**config.mk**
```make
export PLATFORM = sky130hd
export DESIGN_NAME = dmem_responder
export DESIGN_NICKNAME = d
export VERILOG_FILES = /design/src/rtl/dmem_pkg.sv /design/src/rtl/dmem_array.sv /design/src/rtl/dmem_responder.sv
export SDC_FILE = /design/constraint.sdc
export NUM_CORES = 1
export LEC_CHECK = 0
export BUFFER_PORTS_ARGS = -buffer_cell sky130_fd_sc_hd__buf_4
export CAP_MARGIN = 20
export CORE_MARGIN = 3
export CORE_UTILIZATION = 65
export CTS_BUF_LIST = sky130_fd_sc_hd__clkbuf_4
export DETAILED_ROUTE_END_ITERATION = 10
export GPL_ROUTABILITY_DRIVEN = 0
export PLACE_DENSITY = 0.79
export SYNTH_ARGS = -nofsm -noshare
export SYNTH_HDL_FRONTEND = slang
export SYNTH_SLANG_ARGS = --single-unit
```
**constraint.sdc**
```tcl
create_clock -name clk -period 5.15 [get_ports clk]
set_input_delay 0 -clock clk [delete_from_list [all_inputs] [get_ports clk]]
set_output_delay 0 -clock clk [all_outputs]
set_load 0.01 [all_outputs]
```
**src/rtl/dmem_pkg.sv**
```systemverilog
// dmem_pkg: shared types and defaults for the data-memory responder.
//   dmem_state_t        - responder FSM states (IDLE, WAIT, RESP)
//   DMEM_DEPTH_DEFAULT  - default number of words
//   DMEM_WAIT_DEFAULT   - default number of wait states
package dmem_pkg;

    typedef enum logic [1:0] {
        IDLE = 2'd0,
        WAIT = 2'd1,
        RESP = 2'd2
    } dmem_state_t;

    localparam int DMEM_DEPTH_DEFAULT = 64;
    localparam int DMEM_WAIT_DEFAULT  = 2;

endpackage

```
**src/rtl/dmem_array.sv**
```systemverilog
// dmem_array: synchronous-write, asynchronous-read word storage.
// Optional macro DMEM_PARITY_EN adds one even-parity bit per word.
// Ports:
//   clk       - clock, writes on rising edge
//   we        - write enable
//   addr      - word index (shared by read and write)
//   wdata     - write data
//   par_flip  - (DMEM_PARITY_EN) store the inverted parity bit
//   rdata     - combinational read data at addr
//   par_err   - (DMEM_PARITY_EN) stored parity disagrees with rdata
// Contents are not reset.
module dmem_array #(
    parameter int DEPTH  = 64,
    parameter int DATA_W = 8,
    parameter int IDX_W  = 6
) (
    input  logic              clk,
    input  logic              we,
    input  logic [IDX_W-1:0]  addr,
    input  logic [DATA_W-1:0] wdata,
`ifdef DMEM_PARITY_EN
    input  logic              par_flip,
    output logic              par_err,
`endif
    output logic [DATA_W-1:0] rdata
);

    logic [DATA_W-1:0] mem [DEPTH];

    always_ff @(posedge clk) begin
        if (we) begin
            mem[addr] <= wdata;
        end
    end

    assign rdata = mem[addr];

`ifdef DMEM_PARITY_EN
    logic par_mem [DEPTH];

    // Even parity: stored bit makes the XOR of data and parity zero.
    always_ff @(posedge clk) begin
        if (we) begin
            par_mem[addr] <= (^wdata) ^ par_flip;
        end
    end

    assign par_err = (^rdata) ^ par_mem[addr];
`endif

endmodule

```
**src/rtl/dmem_responder.sv**
```systemverilog
// dmem_responder: memory-side end of the CPU load/store bus. Accepts one
// request per handshake, waits WAIT_CYCLES, performs the access once on the
// edge entering RESP, then holds the registered response until taken.
// Optional macro DMEM_PARITY_EN adds per-word parity and the par_inject port.
// Ports:
//   clk, reset          - clock, asynchronous active-high reset
//   req_valid/req_ready - request handshake
//   req_write           - 1 = store, 0 = load
//   req_addr, req_wdata - word address, store data
//   rsp_valid/rsp_ready - response handshake
//   rsp_rdata, rsp_err  - load data (0 for stores/errors), access error
//   busy                - high whenever not IDLE
//   par_inject          - (DMEM_PARITY_EN) store inverted parity on this store
module dmem_responder
    import dmem_pkg::*;
#(
    parameter int DEPTH       = DMEM_DEPTH_DEFAULT,
    parameter int ADDR_W      = 8,
    parameter int DATA_W      = 8,
    parameter int WAIT_CYCLES = DMEM_WAIT_DEFAULT
) (
    input  logic              clk,
    input  logic              reset,
`ifdef DMEM_PARITY_EN
    input  logic              par_inject,
`endif
    input  logic              req_valid,
    output logic              req_ready,
    input  logic              req_write,
    input  logic [ADDR_W-1:0] req_addr,
    input  logic [DATA_W-1:0] req_wdata,
    output logic              rsp_valid,
    input  logic              rsp_ready,
    output logic [DATA_W-1:0] rsp_rdata,
    output logic              rsp_err,
    output logic              busy
);

    localparam int              IDX_W     = $clog2(DEPTH);
    localparam logic [ADDR_W:0] DEPTH_LIM = (ADDR_W + 1)'(DEPTH);

    dmem_state_t       state;
    logic [3:0]        cnt;
    logic              write_q;
    logic [ADDR_W-1:0] addr_q;
    logic [DATA_W-1:0] wdata_q;

    logic              acc_write;
    logic [ADDR_W-1:0] acc_addr;
    logic [DATA_W-1:0] acc_wdata;
    logic              do_access;
    logic              in_range;
    logic              mem_we;
    logic [DATA_W-1:0] mem_rdata;
    logic [DATA_W-1:0] rdata_d;
    logic              err_d;

`ifdef DMEM_PARITY_EN
    logic inject_q;
    logic acc_inject;
    logic par_err;
`endif

    assign req_ready = (state == IDLE);
    assign rsp_valid = (state == RESP);
    assign busy      = (state != IDLE);

    // With zero wait states the access happens on the accept edge, so the
    // access operands come straight from the request bus in that case.
    always_comb begin
        acc_write = write_q;
        acc_addr  = addr_q;
        acc_wdata = wdata_q;
`ifdef DMEM_PARITY_EN
        acc_inject = inject_q;
`endif
        do_access = 1'b0;
        if (state == IDLE) begin
            acc_write = req_write;
            acc_addr  = req_addr;
            acc_wdata = req_wdata;
`ifdef DMEM_PARITY_EN
            acc_inject = par_inject;
`endif
            do_access = req_valid && (WAIT_CYCLES == 0);
        end else if (state == WAIT) begin
            do_access = (cnt == 4'd1);
        end
    end

    assign in_range = ({1'b0, acc_addr} < DEPTH_LIM);
    assign mem_we   = do_access && acc_write && in_range;

    always_comb begin
        rdata_d = '0;
        err_d   = 1'b0;
        if (!in_range) begin
            err_d = 1'b1;
        end else if (!acc_write) begin
            rdata_d = mem_rdata;
`ifdef DMEM_PARITY_EN
            if (par_err) begin
                err_d   = 1'b1;
                rdata_d = '0;
            end
`endif
        end
    end

    dmem_array #(
        .DEPTH  (DEPTH),
        .DATA_W (DATA_W),
        .IDX_W  (IDX_W)
    ) u_array (
        .clk      (clk),
        .we       (mem_we),
        .addr     (acc_addr[IDX_W-1:0]),
        .wdata    (acc_wdata),
`ifdef DMEM_PARITY_EN
        .par_flip (acc_inject),
        .par_err  (par_err),
`endif
        .rdata    (mem_rdata)
    );

    always_ff @(posedge clk or posedge reset) begin
        if (reset) begin
            state     <= IDLE;
            cnt       <= 4'd0;
            write_q   <= 1'b0;
            addr_q    <= '0;
            wdata_q   <= '0;
`ifdef DMEM_PARITY_EN
            inject_q  <= 1'b0;
`endif
            rsp_rdata <= '0;
            rsp_err   <= 1'b0;
        end else begin
            unique case (state)
                IDLE: begin
                    if (req_valid) begin
                        write_q  <= req_write;
                        addr_q   <= req_addr;
                        wdata_q  <= req_wdata;
`ifdef DMEM_PARITY_EN
                        inject_q <= par_inject;
`endif
                        cnt      <= 4'(WAIT_CYCLES);
                        if (WAIT_CYCLES == 0) begin
                            state     <= RESP;
                            rsp_rdata <= rdata_d;
                            rsp_err   <= err_d;
                        end else begin
                            state <= WAIT;
                        end
                    end
                end
                WAIT: begin
                    cnt <= cnt - 4'd1;
                    if (cnt == 4'd1) begin
                        state     <= RESP;
                        rsp_rdata <= rdata_d;
                        rsp_err   <= err_d;
                    end
                end
                RESP: begin
                    if (rsp_ready) begin
                        state <= IDLE;
                    end
                end
                default: state <= IDLE;
            endcase
        end
    end

endmodule

```
## Word level (Yosys, flattened, before mapping)

Memories as Yosys holds them, arrays and structs flattened.
Index checks and enable logic that the tools add are counted.

| word-level totals | value |
|---|---|
| bits in registers | 32 |
| bits in writable memories | 512 |
| output and inout port bits | 12 |
| word-level logic and storage cells | 41 |
| memories | 1 |

| cells by class | value |
|---|---|
| add/sub/neg operators | 1 |
| $lt $le $gt $ge | 1 |
| eq/ne operators | 6 |
| mux-type cells | 16 |
| reduce and logical (&&, ||, !) cells | 9 |

Memory list:

| memory | words | bits a word | read ports | clocked after memory_dff | write ports | RTL line | RTL |
|---|---|---|---|---|---|---|---|
| u_array.mem | 64 | 8 | 1 | 0 | 1 | dmem_array.sv:28 | `logic [DATA_W-1:0] mem [DEPTH];` |

Operator list:

| operator | number |
|---|---|
| 8-bit 2-to-1 mux | 4 |
| 8-bit by 7-bit less-than comparator with 1-bit output, second input constant | 1 |
| 4-bit one-hot mux with 2 select lines | 1 |
| 1-bit 2-to-1 mux | 6 |
| 2-bit 2-to-1 mux | 3 |
| 2-bit one-hot mux with 3 select lines | 1 |
| 2-bit AND reduction | 3 |
| 4-bit by 1-bit == test with 1-bit output, second input constant | 1 |
| 4-bit 2-to-1 mux | 1 |
| 2-bit by 1-bit != test with 1-bit output, second input constant | 2 |
| 2-bit nonzero test | 2 |
| 4-bit by 1-bit subtractor with 4-bit output, second input constant | 1 |
| 3-bit AND reduction | 1 |
| 2-bit by 1-bit == test with 1-bit output, second input constant | 1 |
| 2-bit == test, second input constant | 1 |
| 1-bit logical AND | 2 |
| 2-bit zero test | 1 |
| 2-bit != test, second input constant | 1 |

## Depth between registers and ports, before layout

Gate-level depths: netlist (run 1).

| logic depth | value |
|---|---|
| depth in word-level cells | 7 |
| depth in mapped cells | 12 |
| gate-level depth less buffers | 8 |

## By module

Synthesis (run 1) repeated with hierarchy kept, for this count alone.

| unflattened totals | value |
|---|---|
| cell total of the unflattened synthesis | 1289 |
| area, all modules | 21914.8 µm² |

By module, submodules not included:

| module | times used | cells each | area an instance (µm²) |
|---|---|---|---|
| dmem_array | 1 | 1163 | 20289.5 |
| dmem_responder | 1 | 126 | 1625.3 |

## Worst setup path after synthesis (run 1)

Ideal clock, no wire load.

| path | value |
|---|---|
| path type | register to register |
| from | register state[1] |
| to | memory u_array.mem[13][0], enable pin |
| arrival time | 2.335 ns |
| data required time | 4.780 ns |
| slack | 2.445 ns |
| cell stages (with the launch flop) | 10 |
| cell sequence | dfrtp_1 -> buf_4 -> buf_2 -> nor3b_2 -> a22oi_2 -> buf_4 -> buf_2 -> or3_1 -> clkbuf_1 -> nor2_1 |

| on the way | value |
|---|---|
| cells in the longest elaborated chain, start to end | 7 |
| elaborated cells on any way between the ends | 11 |
| those cells by class | order compare (1); eq/ne (1); mux (6); reduce/logical (3) |

Ends and longest elaborated chain:

| item | RTL line | RTL |
|---|---|---|
| start: declaration | dmem_responder.sv:42 | `dmem_state_t state;` |
| start signal: assignment | dmem_responder.sv:128 | `state <= IDLE;` |
| start signal: assignment | dmem_responder.sv:150 | `state <= RESP;` |
| start signal: assignment | dmem_responder.sv:154 | `state <= WAIT;` |
| branches (longest 7 deep; another with 8-bit by 7-bit less-than comparator with 1-bit output) | n/a |  |
| end: declaration | dmem_array.sv:28 |  |

Parallel ways; which one is timed is not known.

## Worst setup path after layout (run 1)

| path | value |
|---|---|
| from | register state[1] |
| to | register rsp_rdata[1] |

| on the way | value |
|---|---|
| cells in the longest elaborated chain, start to end | 5 |
| elaborated cells on any way between the ends | 9 |
| those cells by class | order compare (1); eq/ne (1); mux (4); reduce/logical (2); memory (1) |

Ends and longest elaborated chain:

| item | RTL line | RTL |
|---|---|---|
| 2-bit zero test | dmem_responder.sv:78 | `if (state == IDLE) begin` |
| 8-bit 2-to-1 mux | dmem_responder.sv:78 |  |
| memory 64 x 8 bit | n/a |  |
| 8-bit 2-to-1 mux | dmem_responder.sv:99 | `end else if (!acc_write) begin` |
| 8-bit 2-to-1 mux | dmem_responder.sv:97 | `if (!in_range) begin` |
| end signal: assignment | dmem_responder.sv:151 | `rsp_rdata <= rdata_d;` |
| end signal: assignment | dmem_responder.sv:162 | `rsp_rdata <= rdata_d;` |
| end: declaration | dmem_responder.sv:34 | `output logic [DATA_W-1:0] rsp_rdata,` |

Several ways; a longest one is shown, not always the timed one.
A chain may end at the register's enable or synchronous reset.

==> metrics.md, run 1 <==
| Metric | Value |
|---|---|
| DR WL/cell | 29.2 microns |
| Commonest non-fill, non-tap cell in the layout | edfxtp_1 |
| Die height | 186 microns |
| Largest net degree at the start of global routing | 65 |
| IO Count | 33 |
| Vias in the first global route | ~14000 |
| Initial antenna violation count | 1 |
| IO Port Bufs | 32 |
| Post-route ant nets | 0 |
| FP Rows | 65 |
| Place WS | about 1.3 ns |
| Post-Route WL | 59.4 mm |
| Layout area overhead | 12.1% |
| Leak | between 7 and 8 nW |
| Worst Path Required | 5.89 ns |
| Vias per inst | 7.06 |
| Status | completed |
| Final min period | 4.10 ns |
| Flop2flop setup slack | 1.05 ns |
| Initial Util | around 66% |
| WHS | 0.0673 ns |
| Worst R2R End | rsp_rdata[1] |
| Layout cells sized above 1 | 19.4% |
| Syn_nets | 1417 |
| Number of synthesized flops with an enable pin | 512 |
| Final setup violation count | 0 |
| Worst-Margin Slew | 1.15 ns |
| Reg2Reg Depth | 8 |
| Detail Placement HPWL | 34.9 mm |
| Hold Crit Class | input port to flip-flop |
| H-tree depth | 4 |
| Setup slack after layout | 1.05 ns |
| Endpoint class of the critical path | flip-flop |
| Max FO, Critical Path | 23 |
| Arrival @ worst endpoint | 4.84 ns |
| Min-delay src | req_addr[2] |
| Nets | around 1600 |
| Pwr Total | 13.8 mW |
| Warnings, synthesis | 0 |
| FF-to-FF Start | state[1] |
| Die area | 34500 sq um |
| GR Overflow Total | 0 |
| Asr flop ratio synth | 5.88% |
| Relative slew slack | a little under a quarter |
| Hold Path Cell Cnt | 3 |
| Num CTS Buffers | 133 |
| Worst-case clock buffer depth | 3 |
| Post-synthesis cell type count | 65 |
| Clock skew | 0.0568 ns |
| CTS clock-pin slew for the worst setup and hold paths | 0.07 ns |
| RSZ-0062 raised after global routing | no |
| Clock Sink Count | 544 |
| Max_cap viols | 0 |
| Cell count after synthesis | ~1400 |
| First-pass detailed-route iteration total | 6 |
| First-pass GRT wire length | just under 90 mm |
| Drt drc | 0 |
| Worst VDD drop | 0.419 mV |
| CORE AREA | ~32000 sq um |
| DRT iter0 DRCs | 2535 |
| Hold Vio Cnt, Final | 0 |
| Crit Path Category | flip-flop to flip-flop |
| Synth Flop Type | edfxtp_1 |
| Hold endpoint | addr_q[2] |
| CTS tree | yes |
| All-Layer GR Usage | between 30% and 40% |
| Setup TNS | 0 ns |
| Fin crit share | 79.7% |
| CTS root buf | clkbuf_4 |
| Util after Layout | 74.2% |
| CTS resizes | 0 |
| Max Slew Vio Count | 0 |
| Synth Cell Area | about 21000 sq um |
| Most frequent cells in the layout | edfxtp_1 (512), clkbuf_4 (201), o22ai_1 (182) |
| Worst-Skew Late Latency | 0.83 ns |
| Yosys reg bits | 544 |
| Register area share after synthesis | 77.1% |
| Via count | 14400 |
| Pwr Density | around 590 nW/um^2 |
| Die W | 186 microns |
| Startpoint types | flip-flop |
| Fmax achieved | 244 MHz |
| Syn Area/Cell | 15.1 sq um |
layer usage:
metal | part of all wire [%] | vias to the layer above | global-route usage [%] | wire length, microns
met5 | 0.017 | - | 0.429 | 10
met4 | 5.9 | 2 | 19.8 | 3490
met3 | 15 | 274 | 11.8 | 9120
met2 | 45 | 1409 | 51.0 | 26500
met1 | 34 | 6828 | 46.4 | 20300
li1 | - | 5837 | - | -
registers in the layout (all words and copies together) (netlist names):
signal       cells
u_array.mem    512
addr_q           8
rsp_rdata        8
wdata_q          8
cnt              4
state            2
rsp_err          1
write_q          1
per-stage QoR:
stage               instance area, sq um  std cells
finish                             23500       2032
global placement                   21500       1763
CTS                                23500       2031
floorplan                          21000       1394
global route                       23500       2032
detailed placement                 21500       1763
logic make-up after synthesis:
kind of cell,after synthesis,synth area share (%)
compound gates,343,10.7
fa+ha+maj,2,0.119
buf+inv,95,2.41
flops,544,77.1
mux,25,1.33
simple gates,385,8.39
what timing repair did:
action | CTS | global route
hold buffers | 34 | 0
setup buffers | 0 | 0
endpoints found under the hold margin | 212 | 0
how the worst max path moves through the flow:
stage                        start                  to  slack [ns]
after floorplan           state[1]  u_array.mem[13][0]        2.45
after global placement    state[1]        rsp_rdata[1]        1.38
after detailed placement  state[1]        rsp_rdata[1]        1.29
after CTS                 state[1]   u_array.mem[1][4]        1.26
after global routing      state[1]        rsp_rdata[1]        0.96
final                     state[1]        rsp_rdata[1]        1.05
synth_stat cells, drive strengths merged (9+ instances only):
cell type | n | area share, %
edfxtp | 512 | 73
o22ai | 182 | 5.4
nor2 | 161 | 2.9
nand2 | 97 | 1.7
a21oi | 94 | 2.2
buf | 61 | 1.8
nor4 | 43 | 1.3
nor3 | 33 | 0.81
dfrtp | 32 | 3.8
clkbuf | 28 | 0.50
mux2 | 20 | 1.1
nand3 | 11 | 0.26
a31oi | 10 | 0.30
or3 | 9 | 0.27
critical path, stage by stage, from the launching register on:
cell	delay (ns)
dfrtp_1	0.72
or2_1	0.70
inv_4	0.22
a21oi_2	0.91
nand2_1	0.13
a32o_1	0.30
nor3_1	0.58
o221ai_1	0.19
o31ai_1	0.28
power breakdown:
group          internal, mW  switching, mW
logic                  1.06           3.25
registers              5.79          0.140
clock network          1.88           1.66
total                  8.73           5.05
area by class of cell:
class                   instances  area, sq um
clock inverters                33          183
inverters                       6         25.0
well taps                     402          503
multi-input cells             755         4330
diodes                          1         2.50
clock buffers                 201         1510
flip-flops and latches        544        16200
repair buffers                 90          811
fillers                      1848         8180
No activity file was read; power rests on OpenSTA's default activity.
==> run 2: changes to the inputs <==
Clock period 5.15 ns to 3.99 ns, I/O delays scaled along.
==> run 2 against run 1 <==
Core utilization grew 2.6 points. Register-to-register slack lost 0.63 ns. Wire length is 3.1% higher. Clock power increased by 35%. Critical path depth decreased by 2. Critical path type unchanged. Critical endpoint is now u_array.mem[54][6].
==> metrics.md, run 2 (same netlist as run 1, synthesis figures left out) <==
| Metric | Value |
|---|---|
| Startpoint types | flip-flop |
| Post-Route WL | 61.2 mm (+3.1%) |
| Vias in the first global route | 14700 (+5.0%) |
| First-pass detailed-route iteration total | 6 (unchanged) |
| Detail Placement HPWL | 36.2 mm (+3.9%) |
| GR Overflow Total | 0 (unchanged) |
| Largest Register | u_array.mem |
| CTS clock-pin slew for the worst setup and hold paths | 0.07 ns (about the same) |
| CORE AREA | 31700 sq um (unchanged) |
| Psw | 6.60 mW (+31%) |
| Max FO, Critical Path | 11 (-52%) |
| Die height | 186 microns (unchanged) |
| CTS root buf | clkbuf_4 |
| Crit Path Category | flip-flop to flip-flop |
| CTS tree | yes |
| Sw Share | 36.2% (-0.44 points) |
| H-tree depth | 4 (unchanged) |
| Setup slack after layout | 0.418 ns (-0.628 ns) |
| Final min period | 3.57 ns (-0.532 ns) |
| Layout area overhead | 16.1% |
| Die area | 34500 sq um (unchanged) |
| WHS | 0.0891 ns (+0.0218 ns) |
| Commonest non-fill, non-tap cell in the layout | edfxtp_1 |
| Crit path max-delay family | simple AND/OR/NAND/NOR gates |
| Nets | 1658 (+6.8%) |
| Largest net degree at the start of global routing | 65 (unchanged) |
| Fin crit share | 89.5% (+9.8 points) |
| CTS resizes | 0 (unchanged) |
| Util after Layout | 76.9% (+2.6 points) |
| Initial Util | 66.2% (unchanged) |
| DR WL/cell | 28.7 microns (-1.6%) |
| IO Port Bufs | 32 (unchanged) |
| Worst-Margin Slew | 1.08 ns (-0.0672 ns) |
| Die W | 186 microns (unchanged) |
| Clk network pwr share | 26.2% (+0.5 points) |
| Crit path buf inv count | 1 (unchanged) |
| Initial antenna violation count | 1 (unchanged) |
| Max FFs per register | 512 (unchanged) |
| Slowest stage cell, crit path | nor2_1 |
| Final setup violation count | 0 (unchanged) |
| Crit-path cells | inv_1 > ha_1 > nor3b_1 > nand4b_1 > or3_1 > nor2_1 |
| Relative slew slack | 27.5% (+4.2 points) |
| Pwr Density | 748 nW/um^2 (+28%) |
| Sequential fraction of design power | 42.0% (-1.0 points) |
| RSZ-0062 raised after global routing | no |
| Fmax achieved | 280 MHz (+15%) |
| Clock Sink Count | 544 (unchanged) |
| Logic pwr share | 31.8% (+0.5 points) |
| First-pass GRT wire length | 89.6 mm (+3.6%) |
| Layout cells sized above 1 | 24.1% (+4.7 points) |
| Clock skew | 0.0807 ns (+0.0239 ns) |
| Hold Vio Cnt, Final | 0 (unchanged) |
| Arrival @ worst endpoint | 3.99 ns (-0.85 ns) |
| All-Layer GR Usage | 36.2% (+1.3 points) |
| Internal power component | 11.6 mW (+33%) |
| IO Count | 33 (unchanged) |
| Worst-case clock buffer depth | 3 (unchanged) |
| Setup TNS | 0 ns (unchanged) |
| Most frequent cells in the layout | edfxtp_1 (512), clkbuf_4 (206), o22ai_1 (182) |
| FP Rows | 65 (unchanged) |
| Leak | 8.39 nW (+6.6%) |
| Via count | 14700 (+2.2%) |
| Endpoint class of the critical path | flip-flop |
| Num CTS Buffers | 137 (+3.0%) |
| Critical Path Max Stage Delay | 0.86 ns (-0.05 ns) |
| Max Slew Vio Count | 0 (unchanged) |
| Hold Crit Class | input port to flip-flop |
| Worst VDD drop | 0.592 mV (+41%) |
| Status | completed |
| DRT iter0 DRCs | 2541 (+0.24%) |
| Vias per inst | 6.89 (-2.5%) |
| Worst Path Required | 4.41 ns (-1.48 ns) |
| Place WS | 0.595 ns (-0.691 ns) |
| Drt drc | 0 (unchanged) |
| Max_cap viols | 0 (unchanged) |
| Post-route ant nets | 0 (unchanged) |
| Worst-Skew Late Latency | 0.86 ns (+0.03 ns) |
==> run 2: power groups by stage <==
stage	sequential (mW)	combinational (mW)	clock [mW]
finish	7.66	5.79	4.78
global route	7.67	5.99	5.09
CTS	7.64	5.55	4.79
detailed placement	7.76	5.45	0
global placement	7.75	5.30	0
floorplan	7.72	3.20	0
==> run 2: worst reg2reg max path, stage by stage (launching register included) <==
cell and delay, ns:
dfrtp_1 0.39, inv_1 0.11, ha_1 0.15, nor3b_1 0.29, nand4b_1 0.55, or3_1 0.82, nor2_1 0.86
==> run 2: through the flow <==
stage	instances	power, mW	area (sq um)
detailed placement	1856	13.2	22200
CTS	2128	18.0	24400
finish	2129	18.2	24400
global placement	1856	13.1	22200
global route	2129	18.8	24400
floorplan	1394	10.9	21000
==> run 2: cell type report <==
| cell class | count | area, sq um |
|---|---|---|
| Clock buffer | 206 | 1550 |
| Clock inverter | 24 | 218 |
| Sequential cell | 544 | 16200 |
| Antenna cell | 1 | 2.50 |
| Multi-Input combinational cell | 755 | 4330 |
| Fill cell | 1783 | 7340 |
| Tap cell | 402 | 503 |
| Timing Repair Buffer | 191 | 1580 |
| Inverter | 6 | 25.0 |
==> run 2: final timing paths <==
kind	start	endpoint	slack [ns]	depth (start not counted)
max	cnt[1]	u_array.mem[54][6]	0.42	6
min	req_addr[0]	addr_q[0]	0.09	3
max reg2reg	cnt[1]	u_array.mem[54][6]	0.42	6
min reg2reg	addr_q[7]	addr_q[7]	0.51	1
max in group asynchronous	reset	rsp_rdata[5]	3.21	5
min in group asynchronous	reset	write_q	0.39	5
==> run 2: routing by layer <==
metal  routed length [microns]  global-route usage [%]  share of wire (%)
met5                        39                       0              0.064
met4                      3950                    21.5                6.5
met3                      9590                    13.2                 16
met2                     26900                    52.7                 44
met1                     20700                    47.2                 34
==> run 2: timing repair <==
item,CTS,global route
endpoints found under the hold margin,146,0
setup buffers,0,0
hold buffers,42,0
